--- src/rtl/serial_subtractor_if.sv ---
// Operand/result bundle for the bit-serial subtractor.
// The requester drives START/A/B; the subtractor returns the result and status.
interface serial_subtractor_if #(
  parameter int WIDTH = 8
);
  logic             START;
  logic [WIDTH-1:0] A;
  logic [WIDTH-1:0] B;
  logic [WIDTH-1:0] D;
  logic             BOUT;
  logic             OVF;
  logic             ZERO;
  logic             BUSY;
  logic             DONE;

  modport master (
    output START, A, B,
    input  D, BOUT, OVF, ZERO, BUSY, DONE
  );

  modport slave (
    input  START, A, B,
    output D, BOUT, OVF, ZERO, BUSY, DONE
  );
endinterface

--- src/rtl/serial_subtractor.sv ---
// Bit-serial D = A - B, LSB first, one bit per clock.
// A single full-subtract step and a borrow flop; result registers load on FIN entry.
module serial_subtractor #(
  parameter int WIDTH = 8
) (
  input logic                CLK,
  input logic                RST,
  serial_subtractor_if.slave bus
);
  localparam int CW = (WIDTH > 2) ? $clog2(WIDTH) : 1;

  typedef enum logic [1:0] {
    IDLE,
    RUN,
    FIN
  } state_e;

  state_e state_q, state_d;

  logic [WIDTH-1:0] areg_q, areg_d;
  logic [WIDTH-1:0] breg_q, breg_d;
  logic [WIDTH-1:0] res_q, res_d;
  logic [CW-1:0]    cnt_q, cnt_d;
  logic             br_q, br_d;
  logic             msba_q, msba_d;
  logic             msbb_q, msbb_d;

  logic [WIDTH-1:0] dout_q, dout_d;
  logic             bout_q, bout_d;
  logic             ovf_q, ovf_d;
  logic             zero_q, zero_d;

  logic a_bit, b_bit, d_bit, br_nxt;
  logic [WIDTH-1:0] res_nxt;

  always_comb begin
    a_bit   = areg_q[0];
    b_bit   = breg_q[0];
    d_bit   = a_bit ^ b_bit ^ br_q;
    br_nxt  = (~a_bit & b_bit) | (~(a_bit ^ b_bit) & br_q);
    res_nxt = {d_bit, res_q[WIDTH-1:1]};
  end

  always_comb begin
    state_d = state_q;
    areg_d  = areg_q;
    breg_d  = breg_q;
    res_d   = res_q;
    cnt_d   = cnt_q;
    br_d    = br_q;
    msba_d  = msba_q;
    msbb_d  = msbb_q;
    dout_d  = dout_q;
    bout_d  = bout_q;
    ovf_d   = ovf_q;
    zero_d  = zero_q;
    unique case (state_q)
      IDLE: begin
        if (bus.START) begin
          areg_d  = bus.A;
          breg_d  = bus.B;
          res_d   = '0;
          cnt_d   = '0;
          br_d    = 1'b0;
          msba_d  = bus.A[WIDTH-1];
          msbb_d  = bus.B[WIDTH-1];
          state_d = RUN;
        end
      end
      RUN: begin
        res_d  = res_nxt;
        areg_d = areg_q >> 1;
        breg_d = breg_q >> 1;
        br_d   = br_nxt;
        cnt_d  = cnt_q + 1'b1;
        // Last bit: publish the finished result as FIN is entered.
        if (cnt_q == CW'(WIDTH - 1)) begin
          state_d = FIN;
          dout_d  = res_nxt;
          bout_d  = br_nxt;
          ovf_d   = (msba_q != msbb_q) & (res_nxt[WIDTH-1] != msba_q);
          zero_d  = (res_nxt == '0);
        end
      end
      FIN: begin
        state_d = IDLE;
      end
      default: begin
        state_d = IDLE;
      end
    endcase
  end

  always_ff @(posedge CLK) begin
    if (RST) begin
      state_q <= IDLE;
      areg_q  <= '0;
      breg_q  <= '0;
      res_q   <= '0;
      cnt_q   <= '0;
      br_q    <= 1'b0;
      msba_q  <= 1'b0;
      msbb_q  <= 1'b0;
      dout_q  <= '0;
      bout_q  <= 1'b0;
      ovf_q   <= 1'b0;
      zero_q  <= 1'b0;
    end else begin
      state_q <= state_d;
      areg_q  <= areg_d;
      breg_q  <= breg_d;
      res_q   <= res_d;
      cnt_q   <= cnt_d;
      br_q    <= br_d;
      msba_q  <= msba_d;
      msbb_q  <= msbb_d;
      dout_q  <= dout_d;
      bout_q  <= bout_d;
      ovf_q   <= ovf_d;
      zero_q  <= zero_d;
    end
  end

  assign bus.D    = dout_q;
  assign bus.BOUT = bout_q;
  assign bus.OVF  = ovf_q;
  assign bus.ZERO = zero_q;
  assign bus.BUSY = (state_q != IDLE);
  assign bus.DONE = (state_q == FIN);
endmodule

--- src/flat_wrapper.sv ---
// flat-port wrapper written by rule: the top's interface ports become plain ports
module serial_subtractor_flat 
#(
  parameter int WIDTH = 8
)
  (CLK, RST, bus_START, bus_A, bus_B, bus_D, bus_BOUT, bus_OVF, bus_ZERO, bus_BUSY, bus_DONE);
  serial_subtractor_if #(.WIDTH(WIDTH)) bus_i ();
  input logic CLK;
  input logic RST;
  input wire logic [$bits(bus_i.START)-1:0] bus_START;
  input wire logic [$bits(bus_i.A)-1:0] bus_A;
  input wire logic [$bits(bus_i.B)-1:0] bus_B;
  output wire logic [$bits(bus_i.D)-1:0] bus_D;
  output wire logic [$bits(bus_i.BOUT)-1:0] bus_BOUT;
  output wire logic [$bits(bus_i.OVF)-1:0] bus_OVF;
  output wire logic [$bits(bus_i.ZERO)-1:0] bus_ZERO;
  output wire logic [$bits(bus_i.BUSY)-1:0] bus_BUSY;
  output wire logic [$bits(bus_i.DONE)-1:0] bus_DONE;
  assign bus_i.START = bus_START;
  assign bus_i.A = bus_A;
  assign bus_i.B = bus_B;
  assign bus_D = bus_i.D;
  assign bus_BOUT = bus_i.BOUT;
  assign bus_OVF = bus_i.OVF;
  assign bus_ZERO = bus_i.ZERO;
  assign bus_BUSY = bus_i.BUSY;
  assign bus_DONE = bus_i.DONE;
  serial_subtractor #(.WIDTH(WIDTH)) u_core (.CLK(CLK), .RST(RST), .bus(bus_i));
endmodule
--- config.mk ---
export PLATFORM = sky130hd
export DESIGN_NAME = serial_subtractor_flat
export DESIGN_NICKNAME = d
export VERILOG_FILES = /design/src/rtl/serial_subtractor_if.sv /design/src/rtl/serial_subtractor.sv /design/src/flat_wrapper.sv
export SDC_FILE = /design/constraint.sdc
export NUM_CORES = 1
export LEC_CHECK = 0
export CAP_MARGIN = 20
export CORE_UTILIZATION = 49
export CTS_BUF_LIST = sky130_fd_sc_hd__clkbuf_4 sky130_fd_sc_hd__clkbuf_8
export CTS_CLUSTER_DIAMETER = 40
export CTS_CLUSTER_SIZE = 8
export DETAILED_ROUTE_END_ITERATION = 12
export PLACE_DENSITY = 0.76
export SLEW_MARGIN = 0
export SYNTH_ARGS = -nofsm -noshare
export SYNTH_HDL_FRONTEND = slang
export SYNTH_SLANG_ARGS = --single-unit
export TNS_END_PERCENT = 10
--- constraint.sdc ---
create_clock -name CLK -period 1.5 [get_ports CLK]
set_input_delay 0.3 -clock CLK [delete_from_list [all_inputs] [get_ports CLK]]
set_output_delay 0.3 -clock CLK [all_outputs]
set_load 0.03 [all_outputs]
==> results of run 1 <==
-- area by class of cell --
class / instances / area share
clock buffers: 7 / 0.03830
clock inverters: 1 / 0.002128
inverters: 4 / 0.006383
multi-input cells: 142 / 0.3803
flip-flops and latches: 42 / 0.3612
well taps: 46 / 0.02447
repair buffers: 46 / 0.1872
-- power groups by stage --
stage / registers [mW] / logic [mW] / clock network [mW]
2_1_floorplan: 1.21 / 0.216 / 0
6_report: 1.19 / 0.332 / 0.752
5_1_grt: 1.20 / 0.368 / 0.827
4_1_cts: 1.19 / 0.329 / 0.767
3_5_place_dp: 1.22 / 0.325 / 0
3_3_place_gp: 1.22 / 0.322 / 0
-- cell usage after synthesis, types with 3 or more instances --
cell type,instances,area [um2]
nor2_1,29,108.9
dfxtp_1,42,840.8
mux2i_1,4,40.04
a22oi_1,8,60.06
buf_4,6,45.04
nor2b_1,4,25.02
a21oi_1,26,130.1
clkbuf_1,3,11.26
nand2_1,33,123.9
inv_1,4,15.01
a211oi_2,12,150.1
buf_2,6,30.03
-- per-stage QoR --
step	total power, mW	cells	area (um2)
6_report	2.278	288	2352
5_1_grt	2.393	288	2352
4_1_cts	2.290	288	2335
3_5_place_dp	1.545	280	2238
3_3_place_gp	1.541	280	2238
2_1_floorplan	1.425	204	1836
-- cells by family (layout without fill, tap and decap cells) --
family / Yosys count / after routing / synth area share
DFF: 42 / 42 / 0.4581
adders and majority gates: 4 / 4 / 0.03545
AOI/OAI and AO/OA: 56 / 56 / 0.2352
buffers and inverters: 20 / 58 / 0.06135
and+or+nand+nor: 78 / 78 / 0.1881
muxes: 4 / 4 / 0.02181
-- sequential cells by signal, summed over array words and instances (netlist names) --
signal / count
u_core.areg_q: 8
u_core.breg_q: 8
u_core.bus.D: 8
u_core.res_q: 7
u_core.cnt_q: 3
u_core.state_q: 2
u_core.br_q: 1
u_core.bus.BOUT: 1
u_core.bus.OVF: 1
u_core.bus.ZERO: 1
u_core.msba_q: 1
u_core.msbb_q: 1
-- critical path, stage by stage (launching register included) --
cell     delay, ns
dfxtp_4       0.39
buf_6         0.13
or2_4         0.23
buf_6         0.13
-- worst min-delay path by stage --
stage	from	cells after the start	slack [ns]	endpoint
3_5_place_dp	u_core.bus.D[7]	2	0.45	u_core.bus.D[7]
3_3_place_gp	u_core.bus.D[7]	2	0.44	u_core.bus.D[7]
2_1_floorplan	bus_A[1]	2	0.44	u_core.areg_q[1]
4_1_cts	u_core.bus.D[7]	2	0.46	u_core.bus.D[7]
5_1_grt	u_core.bus.D[6]	2	0.47	u_core.bus.D[6]
6_report	u_core.bus.D[7]	2	0.45	u_core.bus.D[7]
-- layer usage --
layer	vias up	wire length (um)
met4	0	48
met2	21	1591
met1	700	1850
met5	-	0
li1	775	-
met3	6	104
-- what timing repair did --
item,CTS,global route
pin swaps,1,0
endpoints found under the setup margin,14,4
gates resized for setup,17,6
buffers inserted,0,0
==> results.md, run 1 <==
* Die ar. at 3995 um2
* Data arrival time of the critical path at 1.18 ns
* Final worst path period share at 0.9839
* Synthesized net count at 227
* Antenna violation net count after detailed routing at 0
* Terminus of the critical flop-to-flop path: u_core.bus.OVF
* Horizontal die dimension at 63.21 um
* Global-route congestion overflow total at 0
* End of the critical path: bus_BUSY
* Ratio of cells with drive above 1 in the final layout at 0.2025
* R2r startpoint: u_core.breg_q[0]
* Leakage at 0.9498 nW
* Count of flip-flops with a built-in enable after synthesis at 0
* Drt wl/cell at 12.48 um
* Required time of the critical path at 1.20 ns
* Post-detailed-route via-to-cell ratio at 5.215
* Clock Power Share at 0.330
* Syn Area/Cell at 8.998 um2
* Biggest fanout along the worst timing path at 9
* Number of pins exceeding their max-slew limit in the final report at 0
* Final Hold Slack at 0.4543 ns
* Count of hold buffers inserted by post-cts repair at 0
* Internal Dissipation at 1.721 mW
* Worst slew pin tran at 0.3099 ns
* Instance count of the mapped netlist at 204
* Number of nets in the final layout at 264
* Skew final at 0.006398 ns
* Worst-case setup slack after placement at -0.08761 ns
* Most frequent standard cell in the layout excluding fill and tap cells: dfxtp_1
* Met3 Usage GRT at 0.05978
* Count of clock tree sinks at 42
* Critical Path End Type: output port
* Starting density of the core at 0.5292
* Max cap viols at 0
* Worst-case setup margin in the final layout at 0.02417 ns
* Max Clk Rate at 677.6 MHz
* Max-slew headroom at the worst pin at 0.7943
* TritonCTS clock tree: built
* Overall routed net length at 3594 um
* Seq/Total Area, Yosys at 0.4581
* Netlist cell types at 30
* Accumulated negative setup slack at 0 ns
* Max clock buf depth at 2
* Yosys warning count at 0
* Net switching power of the design at 0.5564 mW
* Multi-input logic area at 894.6 um2
* Total vias in the final route at 1502
* Vias in the first global route at 1380
* Power density over the cells at 968.3 nW/um2
* I/O Buffers at 31
* Pre-Repair DR Iteration Count at 4
* Area Growth Syn to Fin at 28.15%
* Number of DRC violations after detailed routing at 0
* Wire length of the first global-routing pass at 6120 um
* Half-perimeter wire length after placement at 2548 um
* Sequential fraction of design power at 0.524
* Die Span Y at 63.21 um
* ANT cells at 0
* # fillers at 274
* Total standard cell area after synthesis at 1836 um2
* Status: complete, no violations
* Maximum level of the CTS H-tree at 2
* Reg2reg path depth at 5
* Most frequent cells in the layout: dfxtp_1 (39), nand2_1 (33), nor2_1 (29)
* Clock transition at the registers of the reported paths at 0.08 ns
* Register-to-register setup slack at 0.09 ns
* Initial DRC Count at 64
* Final setup viols at 0
* Gr usage total at 0.1959
* Startpoint type of the worst setup path: flop
* Insertion delay to the later sink of the worst-skew pair at 0.29 ns
* Type of the tightest min-delay check: reg -> reg
* Final Hold Viols at 0
* Sequential cell area in the final layout at 849.6 um2
* Met1 global-route usage at 0.2531
* Primary flip-flop cell chosen by synthesis mapping: dfxtp_1
* Share of power burned in combinational logic at 0.146
* Number of antenna violations at the first check in global routing at 0
* Register bit total from synthesis at 42
* Fraction of registers with async set or reset after synthesis at 0
* I/O pin total at 32
* Utilization of the core after routing at 0.6782
* Core area at 3468 um2
* Final period demand of the worst path at 1.476 ns
* Final estimated routing congestion in global placement at 0.7383
* Layer with the highest usage after global routing: met2
* Share of total power consumed by net switching at 0.2443
* Largest vdd supply drop at 0.7692 mV
* Unrepaired setup endpoints after global routing: yes
* WS Path Type: reg -> out
* Maximum number of pins on one net before global-route repair at 24
* Crit. Startpoint: u_core.state_q[0]
* CTS Buf Count at 5
* CTS root buf: clkbuf_8
* GR met2 Demand/Resource at 0.3118
* # rows at 21
Power figures use the tool's default switching activity.
==> run 2, diff against run 1 <==
REMOVE_ABC_BUFFERS = 1   (was default)
clock period = 1.2 ns   (was 1.5 ns; I/O delays follow)
==> run 2 against run 1 <==
Net effect: the flow now finishes with violations (setup timing); routed wire length is 15% higher; global-route usage is 3.2 points higher; first-iteration DRC count is 44% higher; sequential share of layout area is 2.0 points lower; flip-flop and latch count stayed put.
==> results.md, run 2 (synthesis results as in run 1) <==
* Power density over the cells at 1153 nW/um2 (+19%)
* Final worst path period share at 1.191
* Critical Path End Type: flop
* Clock Power Share at 0.326 (-0.004)
* Final setup viols at 34 (+34)
* Horizontal die dimension at 63.21 um (unchanged)
* Worst slew pin tran at 0.3210 ns (+0.01117 ns)
* Max Clk Rate at 699.7 MHz
* Largest vdd supply drop at 0.9848 mV (+28%)
* Die Span Y at 63.21 um (unchanged)
* Final estimated routing congestion in global placement at 0.7052 (-4.5%)
* Final period demand of the worst path at 1.429 ns
* Multi-input logic area at 960.9 um2 (+7.4%)
* Die ar. at 3995 um2 (unchanged)
* Share of total power consumed by net switching at 0.2715 (+0.02722)
* Leakage at 0.9718 nW (+2.3%)
* # rows at 21 (unchanged)
* Drt wl/cell at 13.93 um (+12%)
* Share of power burned in combinational logic at 0.158 (+0.012)
* Max clock buf depth at 2 (unchanged)
* Count of clock tree sinks at 42 (unchanged)
* Overall routed net length at 4136 um (+15%)
* Starting density of the core at 0.5292 (unchanged)
* Count of hold buffers inserted by post-cts repair at 0 (unchanged)
* TritonCTS clock tree: built
* Core area at 3468 um2 (unchanged)
* CTS Buf Count at 5 (unchanged)
* Internal Dissipation at 2.102 mW (+22%)
* Pre-Repair DR Iteration Count at 4 (unchanged)
* Final Hold Slack at 0.4568 ns (+0.002552 ns)
* Required time of the critical path at 1.40 ns (+0.20 ns)
* Number of antenna violations at the first check in global routing at 0 (unchanged)
* Max cap viols at 0 (unchanged)
* Startpoint type of the worst setup path: flop
* Biggest fanout along the worst timing path at 3 (-6)
* Skew final at 0.006074 ns (-0.0003240 ns)
* Antenna violation net count after detailed routing at 0 (unchanged)
* Data arrival time of the critical path at 1.63 ns (+0.45 ns)
* Post-detailed-route via-to-cell ratio at 5.407 (+3.7%)
* WS Path Type: reg -> reg
* CTS root buf: clkbuf_8
* Number of nets in the final layout at 273 (+3.4%)
* Worst-case setup margin in the final layout at -0.2291 ns (-0.2533 ns)
* Number of DRC violations after detailed routing at 0 (unchanged)
* # fillers at 280 (+2.2%)
* Total vias in the final route at 1606 (+6.9%)
* Status: finished, violations left
* I/O pin total at 32 (unchanged)
* Area Growth Syn to Fin at 36.40%
* Sequential cell area in the final layout at 853.3 um2 (+0.44%)
* Half-perimeter wire length after placement at 2584 um (+1.4%)
* Gr usage total at 0.2283 (+0.03243)
* Max-slew headroom at the worst pin at 0.7840 (-0.01024)
* Most frequent standard cell in the layout excluding fill and tap cells: dfxtp_1
* Maximum number of pins on one net before global-route repair at 32 (+33%)
* Vias in the first global route at 1529 (+11%)
* Post-layout instance count excluding filler cells at 297 (+3.1%)
* Unrepaired setup endpoints after global routing: yes
* Instance count after placement with tap cells included at 282 (+0.71%)
* Initial DRC Count at 92 (+44%)
* Failing checks: setup timing
* Type of the tightest min-delay check: reg -> reg
* Insertion delay to the later sink of the worst-skew pair at 0.31 ns (+0.02 ns)
* Pwr Total at 2.886 mW (+27%)
* Clock transition at the registers of the reported paths at 0.09 ns (about the same)
* Maximum level of the CTS H-tree at 2 (unchanged)
* Ratio of cells with drive above 1 in the final layout at 0.3267 (+0.1242)
* Most frequent cells in the layout: dfxtp_1 (36), nand2_1 (31), nor2_1 (27)
* Sequential fraction of design power at 0.516 (-0.008)
* Worst-case setup slack after placement at -0.3376 ns (-0.2500 ns)
* ANT cells at 0 (unchanged)
* I/O Buffers at 31 (unchanged)
* Accumulated negative setup slack at -2.752 ns (-2.752 ns)
* Global-route congestion overflow total at 0 (unchanged)
* Wire length of the first global-routing pass at 6934 um (+13%)
* Net switching power of the design at 0.7834 mW (+41%)
* Final Hold Viols at 0 (unchanged)
* Number of pins exceeding their max-slew limit in the final report at 0 (unchanged)
## run 2: cell types whose count changed in the layout (fill, tap and decap cells not counted), moves of 3 or more
cell,delta
dfxtp_2,+3
buf_6,+6
dfxtp_1,-3
buf_4,+12
dlygate4sd2_1,-11
## run 2: layer usage
metal / wire (um) / global-route usage / vias to the layer above / part of all wire
met1: 1808 / 0.2710 / 760 / 0.44
met2: 2037 / 0.3858 / 47 / 0.49
met5: 0 / 0 / - / 0
met4: 60 / 0.08807 / 0 / 0.015
li1: - / - / 793 / -
met3: 229 / 0.06703 / 6 / 0.055
## run 2: area by class of cell
cell class / count / share of cell area
repair buffers: 54 / 0.2094
inverters: 4 / 0.005997
well taps: 46 / 0.02299
clock inverters: 3 / 0.009495
clock buffers: 5 / 0.02749
multi-input cells: 143 / 0.3838
flip-flops and latches: 42 / 0.3408
## run 2: repair_timing
action,in CTS,in global routing
hold endpoints to repair,0,0
buffers inserted,4,2
pin swaps,15,14
gates resized for setup,22,15
cloned,2,0
endpoints found under the setup margin,40,44
## run 2: path summary, 6_finish.rpt
check,start,to,slack [ns],cells past startpoint
max reg2reg,u_core.br_q,u_core.bus.OVF,-0.23,5
min,u_core.bus.D[2],u_core.bus.D[2],0.46,2
min reg2reg,u_core.bus.D[2],u_core.bus.D[2],0.46,2
max,u_core.br_q,u_core.bus.OVF,-0.23,5
## run 2: power groups by stage
stage	clock network [mW]	registers [mW]	logic, mW
floorplan	0	1.52	0.218
global placement	0	1.52	0.404
detailed placement	0	1.52	0.417
CTS	0.958	1.49	0.436
global route	1.02	1.50	0.500
finish	0.940	1.49	0.457
## run 2: critical path, cell delays in order, from the launching register on
cell	delay, ns
dfxtp_2	0.33
buf_6	0.11
fa_2	0.61
nor2_2	0.05
a21oi_2	0.14
a211oi_2	0.08
## run 2: through the flow
step	util	instance area (um2)
floorplan	-	1738
global placement	0.6454	2238
detailed placement	0.6454	2238
CTS	0.7092	2460
global route	0.7219	2504
finish	0.7219	2504
==> run 3, diff against run 2 <==
GPL_ROUTABILITY_DRIVEN = 0   (was default)
==> results of run 3 <==
No change in the layout: final DEF, timing and power equal those of run 2.
